### config.mk
export PLATFORM = sky130hd
export DESIGN_NAME = req_ack_responder_flat
export DESIGN_NICKNAME = d
export VERILOG_FILES = /design/src/rtl/req_ack_if.sv /design/src/rtl/req_ack_responder.sv /design/src/flat_wrapper.sv
export SDC_FILE = /design/constraint.sdc
export NUM_CORES = 1
export LEC_CHECK = 0
export CELL_PAD_IN_SITES_DETAIL_PLACEMENT = 0
export CELL_PAD_IN_SITES_GLOBAL_PLACEMENT = 1
export CORE_UTILIZATION = 43
export DETAILED_ROUTE_END_ITERATION = 16
export GPL_TIMING_DRIVEN = 0
export PLACE_DENSITY = 0.82
export SLEW_MARGIN = 20
export SYNTH_ARGS = -nofsm -noshare
export SYNTH_HDL_FRONTEND = slang
export SYNTH_SLANG_ARGS = --single-unit
export TNS_END_PERCENT = 30
### constraint.sdc
create_clock -name clk -period 3.03 [get_ports clk]
set_input_delay 0.606 -clock clk [delete_from_list [all_inputs] [get_ports clk]]
set_output_delay 0.606 -clock clk [all_outputs]
set_load 0.005 [all_outputs]
### src/rtl/req_ack_if.sv
// Request/acknowledge handshake bundle between initiator and responder.
interface req_ack_if #(
  parameter int unsigned CNT_W = 2
);
  logic             req;
  logic             ack;
  logic             busy;
  logic             viol_held;
  logic             viol_early;
  logic [CNT_W-1:0] ack_count;

  modport master (output req, input ack, busy, viol_held, viol_early, ack_count);
  modport slave  (input req, output ack, busy, viol_held, viol_early, ack_count);
endinterface

### src/rtl/req_ack_responder.sv
// Responder for the single-cycle req/ack handshake: fixed-latency ack,
// request-spacing enforcement with violation pulses, wrapping ack counter.
module req_ack_responder #(
  parameter int unsigned ACK_LATENCY = 4,
  parameter int unsigned MIN_REQ_GAP = 8,
  parameter int unsigned CNT_W       = 2
) (
  input  logic       clk,
  input  logic       rst_n,
  req_ack_if.slave   bus
);

  localparam int unsigned TW = $clog2(MIN_REQ_GAP + 1);
  localparam logic [TW-1:0] ONE_T = TW'(1);
  localparam logic [TW-1:0] LAT_T = TW'(ACK_LATENCY);
  localparam logic [TW-1:0] GAP_T = TW'(MIN_REQ_GAP);

  typedef enum logic [1:0] {IDLE, WAIT, GAP} state_t;

  state_t           state_q, state_nxt;
  logic [TW-1:0]    timer_q, timer_nxt;
  logic [TW-1:0]    timer_inc;
  logic             ack_q, ack_nxt;
  logic             busy_q, busy_nxt;
  logic             held_q, held_nxt;
  logic             early_q, early_nxt;
  logic [CNT_W-1:0] cnt_q, cnt_nxt;
  logic             req_q;
  logic             accept;

  assign timer_inc = timer_q + ONE_T;

  always_ff @(posedge clk or negedge rst_n) begin
    if (!rst_n) begin
      state_q <= IDLE;
      timer_q <= '0;
      ack_q   <= 1'b0;
      busy_q  <= 1'b0;
      held_q  <= 1'b0;
      early_q <= 1'b0;
      cnt_q   <= '0;
      req_q   <= 1'b0;
    end else begin
      state_q <= state_nxt;
      timer_q <= timer_nxt;
      ack_q   <= ack_nxt;
      busy_q  <= busy_nxt;
      held_q  <= held_nxt;
      early_q <= early_nxt;
      cnt_q   <= cnt_nxt;
      req_q   <= bus.req;
    end
  end

  // Next-state: accept in IDLE or on the gap-expiry edge; otherwise a req while busy is dropped.
  always_comb begin
    state_nxt = state_q;
    timer_nxt = timer_q;
    busy_nxt  = busy_q;
    ack_nxt   = 1'b0;
    held_nxt  = 1'b0;
    early_nxt = 1'b0;
    cnt_nxt   = cnt_q;
    accept    = 1'b0;

    case (state_q)
      IDLE: begin
        if (bus.req) accept = 1'b1;
      end
      WAIT: begin
        timer_nxt = timer_inc;
        if (timer_inc == LAT_T) begin
          ack_nxt   = 1'b1;
          state_nxt = GAP;
        end
      end
      GAP: begin
        if (timer_q == GAP_T) begin
          if (bus.req) begin
            accept = 1'b1;
          end else begin
            state_nxt = IDLE;
            busy_nxt  = 1'b0;
            timer_nxt = '0;
          end
        end else begin
          timer_nxt = timer_inc;
        end
      end
      default: begin
        state_nxt = IDLE;
        busy_nxt  = 1'b0;
        timer_nxt = '0;
      end
    endcase

    if (accept) begin
      timer_nxt = ONE_T;
      busy_nxt  = 1'b1;
      if (ACK_LATENCY == 1) begin
        ack_nxt   = 1'b1;
        state_nxt = GAP;
      end else begin
        state_nxt = WAIT;
      end
    end else if (bus.req && state_q != IDLE) begin
      held_nxt  = req_q;
      early_nxt = !req_q;
    end

    if (ack_nxt) cnt_nxt = cnt_q + CNT_W'(1);
  end

  assign bus.ack        = ack_q;
  assign bus.busy       = busy_q;
  assign bus.viol_held  = held_q;
  assign bus.viol_early = early_q;
  assign bus.ack_count  = cnt_q;

endmodule

### src/flat_wrapper.sv
// flat-port wrapper written by rule: the top's interface ports become plain ports
module req_ack_responder_flat 
#(
  parameter int unsigned ACK_LATENCY = 4,
  parameter int unsigned MIN_REQ_GAP = 8,
  parameter int unsigned CNT_W       = 2
)
  (clk, rst_n, bus_req, bus_ack, bus_busy, bus_viol_held, bus_viol_early, bus_ack_count);
  req_ack_if #(.CNT_W(CNT_W)) bus_i ();
  input  logic clk;
  input  logic rst_n;
  input wire logic [$bits(bus_i.req)-1:0] bus_req;
  output wire logic [$bits(bus_i.ack)-1:0] bus_ack;
  output wire logic [$bits(bus_i.busy)-1:0] bus_busy;
  output wire logic [$bits(bus_i.viol_held)-1:0] bus_viol_held;
  output wire logic [$bits(bus_i.viol_early)-1:0] bus_viol_early;
  output wire logic [$bits(bus_i.ack_count)-1:0] bus_ack_count;
  assign bus_i.req = bus_req;
  assign bus_ack = bus_i.ack;
  assign bus_busy = bus_i.busy;
  assign bus_viol_held = bus_i.viol_held;
  assign bus_viol_early = bus_i.viol_early;
  assign bus_ack_count = bus_i.ack_count;
  req_ack_responder #(.ACK_LATENCY(ACK_LATENCY), .MIN_REQ_GAP(MIN_REQ_GAP), .CNT_W(CNT_W)) u_core (.clk(clk), .rst_n(rst_n), .bus(bus_i));
endmodule
# ---- Yosys cells after proc, flatten, opt, wreduce, memory -nomap -nowiden
# Cells that the tools add are included.
dict set report op_classes {
  n_eq_ne 10
  addsub 2
  n_mux 22
  reduce_logical 8
}
# op n
set ops {}
lappend ops {{$mux 4} 3}
lappend ops {{$pmux 4 s3} 1}
lappend ops {{$mux 1} 11}
lappend ops {{$mux 2} 4}
lappend ops {{$ne 3x1->1 const B} 2}
lappend ops {{$pmux 2 s3} 1}
lappend ops {{$add 4x1->4 const B} 1}
lappend ops {{$eq 4x3->1 const B} 1}
lappend ops {{$eq 4x4->1 const B} 1}
lappend ops {{$ne 2x1->1 const B} 2}
lappend ops {{$ne 4x3->1 const B} 1}
lappend ops {{$pmux 1 s2} 2}
lappend ops {{$reduce_and 4->1} 1}
lappend ops {{$ne 3x2->1 const B} 1}
lappend ops {{$reduce_and 3->1} 1}
lappend ops {{$add 2x1->2 const B} 1}
lappend ops {{$eq 2x1->1 const B} 1}
lappend ops {{$eq 2x2->1 const B} 1}
lappend ops {{$logic_not 2->1} 1}
lappend ops {{$reduce_and 2->1} 1}
lappend ops {{$reduce_bool 2->1} 1}
lappend ops {{$reduce_or 2->1} 1}
lappend ops {{$logic_and 1x1->1} 1}
lappend ops {{$logic_not 1->1} 1}
dict set report word_totals {
  inputBits 3
  output_inout_bits 6
  ff_bits 13
  elab_cells 50
}

# ---- Logic depth before layout (Yosys ltp)
# Gate-level depths: netlist of run 1.
dict set report logic_depth {
  depth_word 5
  depth_mapped 7
  mapped_depth_nobuf 6
}

# ---- Worst setup path after synthesis of run 1
# Ideal clock, no wire load.
dict set report synth_timing {
  kind {register -> register}
  from {reg u_core.timer_q[0]}
  to {reg u_core.state_q[0]}
  path_stages_with_launch 6
  slack_ps 1525
  synth_period_minus_slack_ps 1505
  required_ps 2906
  setup_time_ps 124
  path_buffers 0
  arrival_time_ps 1381
  path_cell_list {dfrtp_1 > inv_1 > ha_1 > and3b_2 > a31o_2 > a211o_1}
}
dict set report synth_via {
  elab_chain_cells 5
  elab_cells_between_ends 11
  cone_classes {add/sub: 1; eq/ne: 6; mux: 3; reduce/logical: 1}
}
# item line_no
set synth_lines {}
lappend synth_lines {{start, declared} req_ack_responder.sv:21} ;# logic [TW-1:0] timer_q, timer_nxt;
lappend synth_lines {{start signal, assigned} req_ack_responder.sv:45} ;# timer_q <= timer_nxt;
lappend synth_lines {{parallel branches: the longest is 5 deep, another holds $add 4x1->4} -}
lappend synth_lines {{end signal, assigned} req_ack_responder.sv:44} ;# state_q <= state_nxt;
lappend synth_lines {{end, declared} req_ack_responder.sv:20} ;# state_t state_q, state_nxt;
# Several ways; the timed one is not identified.
# A chain may end at the register's enable or synchronous reset.

# ---- Worst setup path after layout of run 1
dict set report layout_timing {
  from {reg u_core.cnt_q[0] (netlist: u_core.bus.ack_count[0])}
  to {out bus_ack_count[0]}
}
# item line_no
set layout_lines {}
lappend layout_lines {{start, declared} req_ack_responder.sv:27} ;# logic [CNT_W-1:0] cnt_q, cnt_nxt;
lappend layout_lines {{start signal, assigned} req_ack_responder.sv:50} ;# cnt_q <= cnt_nxt;
lappend layout_lines {{end, declared} flat_wrapper.sv:17} ;# output wire logic [$bits(bus_i.ack_count)-1:0] bus_ack_count;
# No word-level cell between the ends.

==> results.md, run 1 <==
- The number of CTS-inserted buffers is 3.
- The overall overflow remaining after global route is 0.
- The critical path goes through clkdlybuf4s50_1.
- In this run the clock root is driven by a clkbuf_4.
- The routability congestion estimate is 0.757.
- The worst path buffer plus inverter count is 1.
- The cell area reported after detailed placement is 813 µm².
- The total routing usage reported by global routing is 0.166.
- Dividing the detail-routed via count by the number of cells gives 5.71.
- In this run the horizontal extent of the chip is 42.7 µm.
- The mapped netlist covers 713 µm².
- The final number of hold-violating endpoints is 0.
- The clock-pin slew on the worst setup and hold paths is 0.08 ns.
- The kind of start point of the critical path is a flop.
- The synthesized net count is 80.
- The area overhead of the layout relative to synthesis is 17.7%.
- Of the total power, the share spent switching nets is 0.408.
- The ratio of total power to cell area is 845 nW/µm².
- The number of antenna violations at the first check in global routing is 0.
- The family with the most delay on the worst path is buffers and inverters.
- The core region is 1520 µm².
- The number of nets in the layout is 93.
- The tool flagged a number of max-cap violations equal to 0.
- The pin count of the biggest net entering global routing is 14.
- Setup repair after global routing left no endpoint under its margin.
- For this run, design rule violations remaining after detail routing come to 0.
- The floorplan has 14 rows.
- Timing would allow up to 0.561 GHz.
- Cell internal power was estimated by the tool at 0.420 mW.
- The initial utilization of the core area, before any placement, comes to 0.468.
- The share of total power in combinational logic is 0.475.
- The via count of the first global-routing pass came to 518.
- Setup violations remaining at the end of the flow were counted as 0.
- The element type at the critical path end is a primary output.
- The relative slew slack is 0.610.
- The number of resized instances in the post-cts repair step is 0.
- The longest clock path from root to sink contains 2 buffers.
- The full die area is 1830 µm².
- The cell at the slowest stage of the critical path is clkdlybuf4s50_1.
- The max-slew violation total from the final report is 0.
- Of the post-synthesis cell area, the dominant cell type holds 0.456.
- STA puts the critical path data arrival time at 1.18 ns.
- The setup TNS after final layout is 0 ns.
- Synthesis inferred 13 register bits.
- The detail route stage leaves a number of antenna-violating nets equal to 0.
- The die height is 42.7 µm.
- The TritonCTS clock tree is yes.
- Of the available clock period, the critical path in the final layout requires 0.588.
- The type of the worst setup path is reg2out.
- In this run the number of H-tree levels came out at 1.
- The repair_antennas step left the layout with diodes totalling 0.
- The insertion delay to the later sink of the worst-skew pair is 0.27 ns.
- The shortest clock period the worst path allows after layout is 1.78 ns.
- The worst min-delay path category is reg2reg.
- The average wire per cell in the routed design is 13.0 µm.
- In this run, the number of DRC markers left after iteration 0 of detailed routing was 8.
- The final route contains 565 vias.
- The fraction of final layout cells sized beyond drive strength 1 is 0.120.
- The post-CTS repair timing setup buffer count is 0.
- The average cell area after synthesis is 10.0 µm².
- For this run, the number of Yosys warnings is 0.
- The routed design has 1.28 mm of wire.
- The number of port buffers is 8.
- For this design, the sink count on the clock tree is 13.
- Once layout is done, the placed cells without fillers occupy 840 µm².
- For the worst setup path, the data required time is 2.42 ns.
- The clock network fraction of design power is 0.150.
- The share of total power dissipated in sequential elements is 0.375.
- The netlist uses 29 different library cells.
- The HPWL after detailed placement is 934 µm.
- The peak ir drop on the vdd network is 512 µV.
- Sorting the synthesized cells by area gives the leading types as dfrtp_1, ha_1, a21oi_1.
- The count of hold buffers inserted by post-cts repair is 0.
- The pre-antenna-repair detailed-routing pass consisted of 4 iterations.
- For this design the static power due to leakage is 0.401 nW.
- In the synthesized netlist, the number of instances is 71.
- The switching power summed over all nets is 0.290 mW.
- The I/O pin count is 9.
- In this run the worst path has a maximum fanout of 3.
- In this design, the stage delay of the slowest critical-path cell is 0.51 ns.
- The run finished with clean final reports.
- The post-synthesis cell type with the largest combined area is dfrtp_1.
- Between clock sinks in the finished design, the worst skew comes to 0.00112 ns.
- The register area share after synthesis is 0.456.
- The first-pass GRT wire length is 2.21 mm.
- The measured slew at the worst slew-check pin is 0.583 ns.
==> worst paths after layout <==
kind                       slack [ns]               endpoint                     from  cells after the start
setup / recovery                 1.25       bus_ack_count[0]  u_core.bus.ack_count[0]                      1
hold / removal                   0.42  u_core.bus.viol_early             u_core.req_q                      1
setup reg to reg                 1.28      u_core.timer_q[2]        u_core.state_q[1]                      6
hold reg to reg                  0.42  u_core.bus.viol_early             u_core.req_q                      1
max in group asynchronous        1.95      u_core.timer_q[0]                    rst_n                      1
min in group asynchronous        0.70      u_core.timer_q[2]                    rst_n                      1
==> power groups by stage <==
stage | clock (mW) | combinational, mW | sequential [mW]
after detailed placement | 0 | 0.334 | 0.271
after global routing | 0.119 | 0.377 | 0.278
after global placement | 0 | 0.327 | 0.269
after floorplan | 0 | 0.233 | 0.263
final | 0.107 | 0.337 | 0.266
after CTS | 0.112 | 0.335 | 0.267
==> cell usage after synthesis <==
cell      instances
buf_2             1
a211o_1           1
a31o_2            1
nor3b_1           1
a32o_2            1
xor2_1            2
nand2b_1          1
o22ai_1           1
and2_1            1
nand3_1           3
a21bo_1           1
and4_4            1
and3b_2           1
nor2b_1           1
o21ai_0           4
nor3_1            1
nand3b_1          1
mux2i_1           1
a31oi_1           2
a21o_1            1
and3_1            1
ha_1              6
inv_1             6
and3_4            1
a21oi_1           6
and4bb_2          1
nor2_1            4
dfrtp_1          13
nand2_1           6
==> stage by stage <==
stage	power, mW	setup WS [ns]	std cells	utilization	hold WS, ns
2_1_floorplan	0.497	1.53	71	-	0.310
3_3_place_gp	0.596	1.11	95	0.534	0.404
3_5_place_dp	0.605	1.10	95	0.534	0.413
4_1_cts	0.714	1.23	99	0.551	0.424
5_1_grt	0.774	1.11	99	0.551	0.443
6_report	0.710	1.25	99	0.551	0.423
==> sequential cells by signal, indices dropped and copies added (netlist names) <==
| name | cells |
|---|---|
| u_core.bus.viol_early | 1 |
| u_core.bus.viol_held | 1 |
| u_core.state_q | 2 |
| u_core.bus.ack | 1 |
| u_core.timer_q | 4 |
| u_core.bus.busy | 1 |
| u_core.bus.ack_count | 2 |
| u_core.req_q | 1 |
==> logic make-up (layout without fill, tap and decap cells) <==
family	after synthesis	in the layout	synth area share
compound gates	18	18	0.161
simple gates	24	24	0.200
xor+xnor	2	2	0.0246
flops	13	13	0.456
mux	1	1	0.0140
fa+ha+maj	6	6	0.105
buf+inv	7	19	0.0386
==> cell type report <==
cell class	instances	area, µm²
fill	134	684
buffer	1	5.00
sequential	13	325
timing repair buffer	8	80.1
tap	16	20.0
clock buffer	4	26.3
inverter	6	22.5
multi-input combinational	51	360
==> metal layers <==
| layer | global-route usage | routed length, µm | vias to the layer above |
|---|---|---|---|
| met5 | 0 | 0 | - |
| met4 | 0.100 | 29 | 0 |
| met3 | 0.0511 | 58 | 5 |
| met2 | 0.242 | 561 | 16 |
| met1 | 0.214 | 633 | 267 |
| li1 | - | - | 277 |
==> cells in the final DEF (no fill, tap or decap) <==
cell type         n
nand3b_1          1
clkdlybuf4s50_1   8
a21bo_1           1
and3b_2           1
dfrtp_1          13
and4_4            1
nor2_1            4
clkbuf_1          1
a31o_2            1
o22ai_1           1
and3_4            1
nor2b_1           1
buf_2             1
ha_1              6
clkbuf_4          3
and4bb_2          1
and2_1            1
nand3_1           3
nand2b_1          1
o21ai_0           4
a21oi_1           6
inv_1             6
mux2i_1           1
a32o_2            1
and3_1            1
nor3b_1           1
nand2_1           6
a211o_1           1
a31oi_1           2
a21o_1            1
nor3_1            1
xor2_1            2
Note: power is estimated with default switching activity, not from simulation.
==> inputs of run 2 (changes only) <==
- CORE_UTILIZATION: 43 -> 40
- PLACE_DENSITY: 0.82 -> 0.78
- clock period: 3.03 -> 1.65 ns (I/O delays scaled with it)
==> results.md, run 2 (synthesis gave the netlist of run 1 again) <==
- The flow ran to the end, and the final reports show no timing, DRC or antenna violations.
- The total routing usage reported by global routing is 0.166 (about the same).
- The root buffer cell chosen for the clock tree is clkbuf_4.
- Compared with the post-synthesis result, the final layout area differs by 21.9%.
- The count of hold buffers inserted by post-cts repair came to 0 (unchanged).
- In the finished design, the share of the clock period the worst path needs comes to 0.959.
- The number of standard-cell rows in the floorplan was 14 (unchanged).
- The total number of H-tree levels is 1 (unchanged).
- The worst reg-to-reg setup slack is 0.07 ns (-1.21 ns).
- The number of antenna violations at the first check in global routing is 0 (unchanged).
- The first-pass GRT wire length came to 2.34 mm (+5.6%).
- The static leakage is 0.405 nW (+0.86%).
- The library cell used most frequently in the layout, excluding fill and tap cells, is dfrtp_1.
- The I/O pin count came to 9 (unchanged).
- The number of sinks handled by clock tree synthesis is 13 (unchanged).
- The max-slew violation total from the final report is 0 (unchanged).
- The die height was 44.2 µm (+3.5%).
- The peak fanout along the critical path is 10 (+7).
- The average wire per cell in the routed design is 13.1 µm (+1.4%).
- The register name with the most flops is u_core.timer_q.
- The count of filler cells inserted in the layout is 143 (+6.7%).
- The routed via count divided by cell count is 5.77 (+1.1%).
- The setup-violating endpoint count in the final report came to 0 (unchanged).
- The via count is 571 (+1.1%).
- The wire length reported by the detailed router was 1.30 mm (+1.4%).
- The relative slew slack came to 0.619 (+0.00865).
- The post-detailed-route count of antenna-violating nets is 0 (unchanged).
- TritonCTS built the clock tree.
- The core area is 1580 µm² (+3.4%).
- The count of unresolved DRC violations after routing is 0 (unchanged).
- The data arrival at the endpoint of the critical path is 1.74 ns (+0.56 ns).
- The type of the worst setup path is reg2reg.
- The initial core utilization came to 0.452 (-0.0156).
- The clock-pin slew on the worst setup and hold paths is 0.08 ns (about the same).
- The pin count of the biggest net entering global routing was 14 (unchanged).
- The post-route total power is 1.37 mW (+94%).
- The fraction of final layout cells sized beyond drive strength 1 is 0.181 (+0.0602).
- The min-delay analysis places its worst path in the category in2async.
- The maximum buffer depth of the clock tree came to 2 (unchanged).
- The number of port buffers is 8 (unchanged).
- The overall overflow remaining after global route is 0 (unchanged).
- The number of nets in the layout was 93 (unchanged).
- The number of DRC markers in iteration 0 came to 19 (+11).
- The number of search-and-repair iterations in the first detailed-routing pass is 6 (+2).
- The half-perimeter wire length after detailed placement was 931 µm (-0.29%).
- The final number of hold-violating endpoints was 0 (unchanged).
- The routability congestion estimate is 0.785 (+3.6%).
- The critical path starts at u_core.state_q[0].
- The reg-to-reg startpoint is u_core.state_q[0].
- The number of maximum-capacitance constraint violations is 0 (unchanged).
- The full die area came to 1960 µm² (+7.1%).
- The top cell types in the final layout, fill and taps aside, are dfrtp_1, clkdlybuf4s50_1, inv_1, a21oi_1, nand2_1.
- The measured slew at the worst slew-check pin is 0.570 ns (-0.0129 ns).
- The worst endpoint required time is 1.81 ns (-0.61 ns).
- The antenna diode count is 0 (unchanged).
- STA classifies the critical path startpoint as a flop.
- Setup repair after global routing could not meet its margin everywhere.
- The via count of the first global-routing pass was 538 (+3.9%).
- The shortest clock period the worst path allows after layout is 1.58 ns.
- The ratio of total power to cell area is 1580 nW/µm² (+87%).
- The worst clock skew is 0.00633 ns (+0.00521 ns).
- The worst hold margin is 0.415 ns (-0.00800 ns).
- The insertion delay to the later sink of the worst-skew pair is 0.28 ns (about the same).
- The highest achievable clock rate is 0.632 GHz.
- The die span in x is 44.2 µm (+3.5%).
- The number of flip-flops in the largest register is 4 (unchanged).
- The number of CTS-inserted buffers came to 3 (unchanged).
- The element type at the critical path end is a flop.
- The peak ir drop on the vdd network came to 889 µV (+74%).
[run 2: changes by cell type in the layout (fill, tap and decap cells not counted)]
cell	previous run	this run
o22ai_2	0	1
buf_2	1	0
ha_2	0	1
nor2_1	4	3
nor2_4	0	1
a31o_4	0	1
o22ai_1	1	0
a31o_2	1	0
dfrtp_1	13	11
buf_4	0	1
ha_1	6	5
dfrtp_2	0	2
[run 2: worst max-delay path, stage by stage (launching register included)]
cell	delay [ns]
dfrtp_1	0.40
inv_1	0.08
ha_1	0.20
buf_4	0.17
and2_1	0.15
a31o_4	0.24
a31oi_1	0.14
o21ai_0	0.09
[run 2: worst paths after layout]
path                                          to  depth (start not counted)
setup / recovery               u_core.timer_q[0]                          7
hold / removal                 u_core.timer_q[3]                          1
setup reg to reg               u_core.timer_q[0]                          7
hold reg to reg            u_core.bus.viol_early                          1
max in group asynchronous      u_core.timer_q[1]                          1
min in group clk           u_core.bus.viol_early                          1
[run 2: final cells by class]
class | instances | area (µm²) | share of cell area
multi-input cells | 51 | 385 | 0.443
flip-flops and latches | 13 | 328 | 0.377
well taps | 16 | 20.0 | 0.0230
repair buffers | 8 | 80.1 | 0.0921
inverters | 6 | 22.5 | 0.0259
clock buffers | 4 | 26.3 | 0.0302
plain buffers | 1 | 7.51 | 0.00863
[run 2: what timing repair did]
item / 4_1_cts / 5_1_grt
gates cloned: 0 / 0
endpoints found under the setup margin: 4 / 7
setup buffers: 0 / 0
resized for setup: 3 / 6
[run 2: power breakdown]
group          switching, mW  total [mW]  leakage (nW)  internal, mW
combinational          0.371       0.683         0.222         0.312
clock                 0.0995       0.193        0.0150        0.0937
sequential            0.0873       0.497         0.168         0.410
[run 2: metrics by stage]
step	cells	setup TNS (ns)	setup slack [ns]	cell area, µm²	utilization
finish	99	0	0.0674	870	0.552
global route	99	-0.0794	-0.0515	870	0.552
CTS	99	0	0.0196	853	0.541
detailed placement	95	-0.192	-0.0869	813	0.516
global placement	95	-0.0403	-0.0391	813	0.516
floorplan	71	0	0.145	713	-
[run 2: metal layers]
metal,track usage,wire length (µm),vias up
li1,-,-,273
met4,0.0424,4,0
met3,0.0735,91,2
met2,0.262,622,21
met1,0.208,583,275
met5,0,0,-
